`config.mk`:
```
export PLATFORM = sky130hd
export DESIGN_NAME = sha256_w_window_feeder
export DESIGN_NICKNAME = d
export VERILOG_FILES = /design/src/rtl/sha256_w_window_feeder.sv
export SDC_FILE = /design/constraint.sdc
export NUM_CORES = 2
export LEC_CHECK = 0
export CAP_MARGIN = 20
export CORE_MARGIN = 5
export CORE_UTILIZATION = 40
export DETAILED_ROUTE_END_ITERATION = 16
export GPL_ROUTABILITY_DRIVEN = 0
export GPL_TIMING_DRIVEN = 0
export PLACE_DENSITY = 0.63
export SYNTH_ARGS = -nofsm -noshare
export SYNTH_HDL_FRONTEND = slang
export SYNTH_SLANG_ARGS = --single-unit
```
`constraint.sdc`:
```
create_clock -name CLK -period 4.45 [get_ports CLK]
set_input_delay 0.6675 -clock CLK [delete_from_list [all_inputs] [get_ports CLK]]
set_output_delay 0.6675 -clock CLK [all_outputs]
set_load 0.1 [all_outputs]
```
`src/rtl/sha256_w_window_feeder.sv`:
```
// SHA-256 message schedule feeder.
// Streams W0..W63 for one 512-bit block: words 0..15 come straight from the
// loaded message window, words 16..63 are returned by an external one-cycle
// expander that this block feeds with operand taps.
// Optional macro SHA256_FEEDER_SELFCHECK_EN adds an internal recomputation of
// every returned word and a sticky err_o on mismatch; otherwise err_o is 0.
module sha256_w_window_feeder (
  input  logic         CLK,
  input  logic         RST,
  input  logic         start_i,
  input  logic [511:0] msg_i,
  output logic         busy_o,
  output logic [159:0] tap_o,
  output logic         wr_en_o,
  input  logic [31:0]  w_ret_i,
  output logic [31:0]  w_o,
  output logic         w_valid_o,
  output logic [5:0]   w_idx_o,
  output logic         done_o,
  output logic         err_o
);

  typedef enum logic {IDLE, RUN} state_t;

  state_t         state_q, state_d;
  logic [6:0]     cnt_q, cnt_d;
  logic [31:0]    win_q [16];
  logic [31:0]    win_d [16];
  logic [159:0]   tap_q, tap_d;
  logic           wr_en_q, wr_en_d;
  logic [31:0]    w_q, w_d;
  logic           w_valid_q, w_valid_d;
  logic [5:0]     idx_q, idx_d;
  logic           done_q, done_d;
  logic           busy_q, busy_d;

  // Window offset of W[t-16] and the W[t-2] operand for the tap built this cycle
  logic [3:0]     off;
  logic [31:0]    tap_w2;

  // The window only starts sliding once returned words arrive, so the first
  // taps read it at a moving offset and the W[t-2] operand is bypassed from
  // w_ret_i as soon as the word it needs is the one being returned right now.
  always_comb begin
    off    = 4'd2;
    tap_w2 = w_ret_i;
    if (cnt_q < 7'd15) begin
      off    = {2'b00, cnt_q[1:0] - 2'd1};
      tap_w2 = win_q[off + 4'd14];
    end
  end

  // Next-state, window and registered-output computation for the whole block
  always_comb begin
    state_d   = state_q;
    cnt_d     = cnt_q;
    for (int i = 0; i < 16; i++) win_d[i] = win_q[i];
    tap_d     = tap_q;
    wr_en_d   = 1'b0;
    w_d       = w_q;
    w_valid_d = w_valid_q;
    idx_d     = idx_q;
    done_d    = 1'b0;
    busy_d    = busy_q;
    case (state_q)
      IDLE: begin
        if (start_i) begin
          state_d = RUN;
          cnt_d   = 7'd0;
          for (int i = 0; i < 16; i++) win_d[i] = msg_i[511 - 32*i -: 32];
          w_d       = msg_i[511:480];
          idx_d     = 6'd0;
          w_valid_d = 1'b1;
          busy_d    = 1'b1;
        end
      end
      RUN: begin
        cnt_d = cnt_q + 7'd1;
        if (cnt_q >= 7'd15 && cnt_q <= 7'd62) begin
          for (int i = 0; i < 15; i++) win_d[i] = win_q[i+1];
          win_d[15] = w_ret_i;
        end
        if (cnt_q >= 7'd13 && cnt_q <= 7'd60) begin
          wr_en_d = 1'b1;
          tap_d   = {win_q[off], win_q[off + 4'd1], win_q[off + 4'd9], tap_w2, 32'h0};
        end
        if (cnt_q == 7'd62) done_d = 1'b1;
        if (cnt_q < 7'd63) begin
          w_d   = (cnt_q < 7'd15) ? win_q[cnt_q[3:0] + 4'd1] : w_ret_i;
          idx_d = cnt_q[5:0] + 6'd1;
        end else begin
          state_d   = IDLE;
          w_valid_d = 1'b0;
          busy_d    = 1'b0;
        end
      end
      default: state_d = IDLE;
    endcase
  end

  // State and output registers, cleared immediately by the active-low reset
  always_ff @(posedge CLK or negedge RST) begin
    if (!RST) begin
      state_q   <= IDLE;
      cnt_q     <= '0;
      for (int i = 0; i < 16; i++) win_q[i] <= '0;
      tap_q     <= '0;
      wr_en_q   <= 1'b0;
      w_q       <= '0;
      w_valid_q <= 1'b0;
      idx_q     <= '0;
      done_q    <= 1'b0;
      busy_q    <= 1'b0;
    end else begin
      state_q   <= state_d;
      cnt_q     <= cnt_d;
      for (int i = 0; i < 16; i++) win_q[i] <= win_d[i];
      tap_q     <= tap_d;
      wr_en_q   <= wr_en_d;
      w_q       <= w_d;
      w_valid_q <= w_valid_d;
      idx_q     <= idx_d;
      done_q    <= done_d;
      busy_q    <= busy_d;
    end
  end

  assign busy_o    = busy_q;
  assign tap_o     = tap_q;
  assign wr_en_o   = wr_en_q;
  assign w_o       = w_q;
  assign w_valid_o = w_valid_q;
  assign w_idx_o   = idx_q;
  assign done_o    = done_q;

`ifdef SHA256_FEEDER_SELFCHECK_EN
  function automatic logic [31:0] sig0(input logic [31:0] x);
    return {x[6:0], x[31:7]} ^ {x[17:0], x[31:18]} ^ (x >> 3);
  endfunction

  function automatic logic [31:0] sig1(input logic [31:0] x);
    return {x[16:0], x[31:17]} ^ {x[18:0], x[31:19]} ^ (x >> 10);
  endfunction

  logic        chk_pend_q, chk_pend_d;
  logic [31:0] chk_exp_q, chk_exp_d;
  logic        err_q, err_d;

  // Recompute the word for the tap on the bus and compare it when it returns
  always_comb begin
    chk_pend_d = wr_en_q;
    chk_exp_d  = tap_q[159:128] + sig0(tap_q[127:96]) + tap_q[95:64] + sig1(tap_q[63:32]);
    err_d      = err_q | (chk_pend_q & (w_ret_i != chk_exp_q));
  end

  // Checker registers; the error flag stays set until reset
  always_ff @(posedge CLK or negedge RST) begin
    if (!RST) begin
      chk_pend_q <= 1'b0;
      chk_exp_q  <= '0;
      err_q      <= 1'b0;
    end else begin
      chk_pend_q <= chk_pend_d;
      chk_exp_q  <= chk_exp_d;
      err_q      <= err_d;
    end
  end

  assign err_o = err_q;
`else
  assign err_o = 1'b0;
`endif

endmodule

```
=== After elaboration in Yosys (flattened, before gate mapping) ===
Index checks and enable logic that the tools add are counted.

* Register bits: 689
* Memory bits (read-only): 0
* Latch bits: 0
* Bits in writable memories: 0
* Input port bits: 547
* Word-level logic and storage cells: 98
* Output and inout bits: 203
* Memories: 0

* Div/mod/pow operators: 0
* Shift operators: 0
* Multipliers: 0
* Multiplexer cells: 39
* Reduce and logical (&&, ||, !) cells: 6
* Equality and inequality tests: 5
* Bitwise gates (word level): 6
* Order comparisons: 11
* Add/subtract/negate cells: 7

{| class="wikitable"
|+ Operators by type and width
! kind !! number
|-
| 2-to-1 mux 512 bit || 2
|-
| one-hot mux 512 bit (2 select lines) || 1
|-
| binary-select mux 32 bit (select 4 bit) || 5
|-
| 2-to-1 mux 32 bit || 14
|-
| one-hot mux 32 bit (2 select lines) || 1
|-
| >= comparator 5 bit (second input constant) || 5
|-
| NOT 4 -> 5 bit || 5
|-
| >= comparator 7 x 4 -> 1 bit (second input constant) || 2
|-
| <= comparator 7 x 6 -> 1 bit (second input constant) || 2
|-
| one-hot mux 7 bit (2 select lines) || 1
|-
| 2-to-1 mux 6 bit || 2
|-
| one-hot mux 6 bit (2 select lines) || 1
|-
| adder 4 x 1 -> 4 bit (second input constant) || 2
|-
| 2-to-1 mux 1 bit || 8
|-
| AND reduction 2 bit || 4
|-
| adder 7 x 1 -> 7 bit (second input constant) || 1
|-
| equality test 7 x 6 -> 1 bit (second input constant) || 1
|-
| less-than comparator 7 x 4 -> 1 bit (second input constant) || 1
|-
| less-than comparator 7 x 6 -> 1 bit (second input constant) || 1
|-
| 2-to-1 mux 7 bit || 1
|-
| adder 6 x 1 -> 6 bit (second input constant) || 1
|-
| adder 3 x 2 -> 4 bit (second input constant) || 1
|-
| adder 4 bit (second input constant) || 1
|-
| inequality test 2 x 1 -> 1 bit (second input constant) || 2
|-
| 6 further kinds || 9
|}

=== Longest topological paths before layout ===
* Depth after elaboration: 8
* Mapped depth: 14
* Depth with buffers taken out: 7

=== Worst setup path after synthesis ===
Ideal clock, no wire load.

* Path type: flip-flop to flip-flop
* From: register cnt_q[0]
* To: register w_q[2], in the netlist w_o[2]
* Stages on the path, launching flop included: 13
* Slack: 1,314 ps
* Period minus slack after synthesis: 3,136 ps
* Arrival time: 2,986 ps
* Cells stage by stage: dfrtp_1 -> buf_2 -> inv_1 -> clkbuf_1 -> buf_1 -> ha_1 -> buf_2 -> buf_2 -> buf_2 -> clkbuf_1 -> mux4_2 -> o21ai_0 -> a41oi_1

* Cells in the longest elaborated chain, start to end: 8

{| class="wikitable"
|+ RTL lines
! element !! line !! text
|-
| start, declared || 26 || <nowiki>logic [6:0] cnt_q, cnt_d;</nowiki>
|-
| start signal, assigned || 116 || <nowiki>cnt_q <= cnt_d;</nowiki>
|-
| adder 4 x 1 -> 4 bit || 89 || <nowiki>w_d = (cnt_q < 7'd15) ? win_q[cnt_q[3:0] + 4'd1] : w_ret_i;</nowiki>
|-
| NOT 4 -> 5 bit (implied by the code) || 89 ||
|-
| binary-select mux 32 bit (select 4 bit) || 89 ||
|-
| 2-to-1 mux 32 bit (implied by the code) (2 in a row) || 89 ||
|-
| 2-to-1 mux 32 bit || 89 ||
|-
| 2-to-1 mux 32 bit || 88 || <nowiki>if (cnt_q < 7'd63) begin</nowiki>
|-
| one-hot mux 32 bit (2 select lines) || 65 || <nowiki>case (state_q)</nowiki>
|-
| end signal, assigned || 120 || <nowiki>w_q <= w_d;</nowiki>
|-
| end, declared || 31 || <nowiki>logic [31:0] w_q, w_d;</nowiki>
|}

Several ways; a longest one is shown, not always the timed one. The select of a mux whose other input is x is not followed.
A chain may end at the register's enable or synchronous reset.

=== Final worst setup path ===
* From: register cnt_q[0]
* To: register w_q[29], in the netlist w_o[29]

Same word-level chain as after synthesis.

==> impl_metrics.json <==
{
  "grt_pass1_vias": 39200,
  "nNetsFinal": 5550,
  "die_height_um": 323,
  "failed_checks": "negative setup slack",
  "layout_common_cells": "nand2_1 (940), clkdlybuf4s50_1 (714), dfrtp_1 (689), mux2i_1 (682), o21ai_1 (406)",
  "clk_slew_on_worst_s_h_paths_ns": 0.06,
  "synth_seq_cells": 689,
  "worstSkewPairLatency_ns": 0.66,
  "drt-initial-drc-count": 7058,
  "worstPathArrival_ns": 5.05,
  "drtPass1Iterations": 8,
  "critical-path-max-stage-delay_ns": 0.87,
  "drt-total-wl_um": 219000,
  "worstHoldPathType": "input port to async pin",
  "hold_viol": 0,
  "ant_nets_after_route": 0,
  "cp-end-kind": "flop",
  "route.detailed.wl_per_inst_um": 34.4,
  "track_usage_pct": 40.3,
  "synthesis_warnings": 0,
  "fill_cells": 9052,
  "ys_seq_area_share_pct": 44.0,
  "synth-edff-count": 0,
  "final_critical_path_setup_slack_ns": -0.122,
  "syn-mean-instance-area_um2": 9.43,
  "postSynth.topFlopCell": "dfrtp_1",
  "ctsLongestPathBuffers": 3,
  "maxSlewHeadroom_pct": 14.0,
  "grt_antenna_before_repair": 24,
  "cts_htree_levels": 3,
  "floorplan.initialDensity_pct": 40.4,
  "floorplan.die_area_um2": 104000,
  "flow.area_growth_from_synthesis_pct": 30.7,
  "finClkSkew_ns": 0.0348,
  "netlist-cell-type-count": 60,
  "finalCritPeriodShare_pct": 103,
  "worst_ep_required_time_ns": 4.93,
  "vias": 41000,
  "netlist_instances": 4153,
  "critical_path_peak_fanout": 10,
  "crit_path_cell_trace": "buf_4 > clkinvlp_4 > clkdlybuf4s15_2 > ha_1 > buf_2 > clkbuf_4 > nor2_1 > clkbuf_1 > a32oi_1 > a31oi_1 > a22oi_1",
  "placement_rows": 114,
  "maximum_number_of_pins_on_one_net_before_global_route_repair": 114,
  "gr-usage-met2_pct": 59.0,
  "clock.fmax_ghz": 0.219,
  "post-route-min-period_ns": 4.57,
  "placedCellCount": 6191,
  "run_status": "finished, violations left",
  "ios": 750,
  "grt_use_met3_pct": 14.2,
  "cts_num_sinks": 689,
  "number_of_standard_cells_in_the_final_layout_excluding_fillers": 6355,
  "post_route_cells_drive_above_1_share_pct": 8.61,
  "cts_tree": "done",
  "async_flop_share_pct": 100,
  "crit_path_top_delay_cell": "clkbuf_1",
  "mappedNetlistArea_um2": 39200,
  "core_area_um2": 97000,
  "mostFrequentLayoutCell": "nand2_1",
  "max-cap-violations": 0,
  "setup-violations-final": 16,
  "port-buffer-count": 715,
  "critPathBufInv": 6,
  "clk_root_buffer_cell": "clkbuf_16",
  "gr-max-usage-layer": "met2",
  "grt_use_met1_pct": 50.8,
  "via_per_inst": 6.46,
  "grt.overflow.total": 0,
  "path_delay_family": "buffers and inverters",
  "timing.final.max_slew_violations": 0,
  "pin_slew_with_the_least_headroom_to_its_limit_ns": 1.29,
  "crit_path_start_kind": "flop",
  "die_w_um": 323,
  "hpwl_um": 172000,
  "setup.worst_path.class": "flop to flop",
  "grt_first_pass_wirelength_um": 299000,
  "cts_buffers": 81,
  "setup_repair_after_global_routing_missed_its_margin": "false",
  "drc_errors": 0
}
==> sequential cells by signal, indices dropped and copies added, names as in the netlist <==
name	count
win_q	512
tap_o	128
w_o	32
cnt_q	7
w_idx_o	6
busy_o	1
done_o	1
state_q	1
wr_en_o	1
==> layer usage <==
| metal | routed length (um) | vias up |
|---|---|---|
| li1 | - | 16600 |
| met1 | 78100 | 20100 |
| met2 | 91200 | 3593 |
| met3 | 30800 | 779 |
| met5 | 127 | - |
| met4 | 18500 | 20 |
==> Yosys cell counts (4+ instances only) <==
cell / number / area [um^2]
a211oi_1: 27 / 203
a21o_1: 22 / 165
a21oi_1: 28 / 140
a221o_1: 27 / 270
a221oi_1: 28 / 245
a222oi_1: 10 / 100
a22o_1: 29 / 254
a31oi_1: 29 / 181
a32oi_1: 34 / 298
a41oi_1: 26 / 228
and3_1: 25 / 156
buf_1: 39 / 146
buf_2: 86 / 430
buf_4: 75 / 563
buf_6: 21 / 236
clkbuf_1: 178 / 668
dfrtp_1: 689 / 17200
mux2_2: 19 / 214
mux2i_1: 682 / 6830
mux4_2: 67 / 1510
nand2_1: 940 / 3530
nand2b_1: 10 / 62.6
nand3_1: 86 / 430
nand4_1: 29 / 181
nor2_1: 103 / 387
nor3_1: 33 / 165
o2111ai_1: 4 / 35.0
o21a_1: 8 / 60.1
o21ai_0: 288 / 1440
o21ai_1: 398 / 1990
o22ai_1: 64 / 400
o311a_1: 4 / 40.0
==> final timing paths <==
kind | from | endpoint | slack [ns] | cells after the start
setup / recovery | cnt_q[0]$_DFFE_PN0P_ | w_o[29]$_DFFE_PN0P_ | -0.12 | 11
hold / removal | RST | tap_o[70]$_DFFE_PN0P_ | 0.02 | 1
setup reg to reg | cnt_q[0]$_DFFE_PN0P_ | w_o[29]$_DFFE_PN0P_ | -0.12 | 11
hold reg to reg | tap_o[156]$_DFFE_PN0P_ | tap_o[156]$_DFFE_PN0P_ | 0.47 | 2
max in group asynchronous | RST | win_q[127]$_DFFE_PN0P_ | 2.80 | 3
min in group CLK | tap_o[156]$_DFFE_PN0P_ | tap_o[156]$_DFFE_PN0P_ | 0.47 | 2
==> per-stage QoR <==
stage / util, % / hold WS [ns] / setup TNS (ns) / instance area (um^2) / setup WS [ns]
floorplan: - / 0.372 / 0 / 39300 / 1.31
global placement: 49.5 / 0.462 / - / 48100 / -30.23
detailed placement: 49.9 / 0.463 / -164.17 / 48400 / -1.55
CTS: 52.7 / 0.0572 / 0 / 51100 / 0.00270
global route: 52.8 / 0.0909 / 0 / 51200 / 0.0169
finish: 52.8 / 0.0185 / -0.877 / 51200 / -0.122
==> cells by family (layout without fill, tap and decap cells) <==
logic type / count (synthesis) / after routing / synth area share (%)
compound gates: 1037 / 1037 / 15.7
simple gates: 1243 / 1243 / 12.9
flops: 689 / 689 / 44.0
buf+inv: 406 / 1284 / 5.35
fa+ha+maj: 3 / 3 / 0.0958
other cells: 1 / 49 / 0.00957
xor+xnor: 6 / 6 / 0.153
mux: 768 / 768 / 21.8
==> area by class of cell <==
| class | count | area (um^2) | share of cell area (%) |
|---|---|---|---|
| plain buffers | 400 | 2110 | 4.11 |
| inverters | 4 | 18.8 | 0.0366 |
| repair buffers | 734 | 7570 | 14.8 |
| well taps | 1276 | 1600 | 3.12 |
| clock inverters | 18 | 198 | 0.386 |
| flip-flops and latches | 689 | 17200 | 33.7 |
| diodes | 16 | 40.0 | 0.0782 |
| clock buffers | 128 | 2460 | 4.80 |
| multi-input cells | 3090 | 20000 | 39.0 |
==> timing repair <==
| action | in CTS | in global routing |
|---|---|---|
| endpoints found under the hold margin | 0 | 0 |
| gates resized for setup | 24 | 15 |
| pin swaps | 1 | 1 |
| buffers inserted | 1 | 0 |
| setup endpoints to repair | 536 | 30 |
| hold buffers | 0 | 0 |
Power is left out: the tool's default activity adds up to more than one toggle a clock period on the data nets, which glitch-free logic cannot reach.
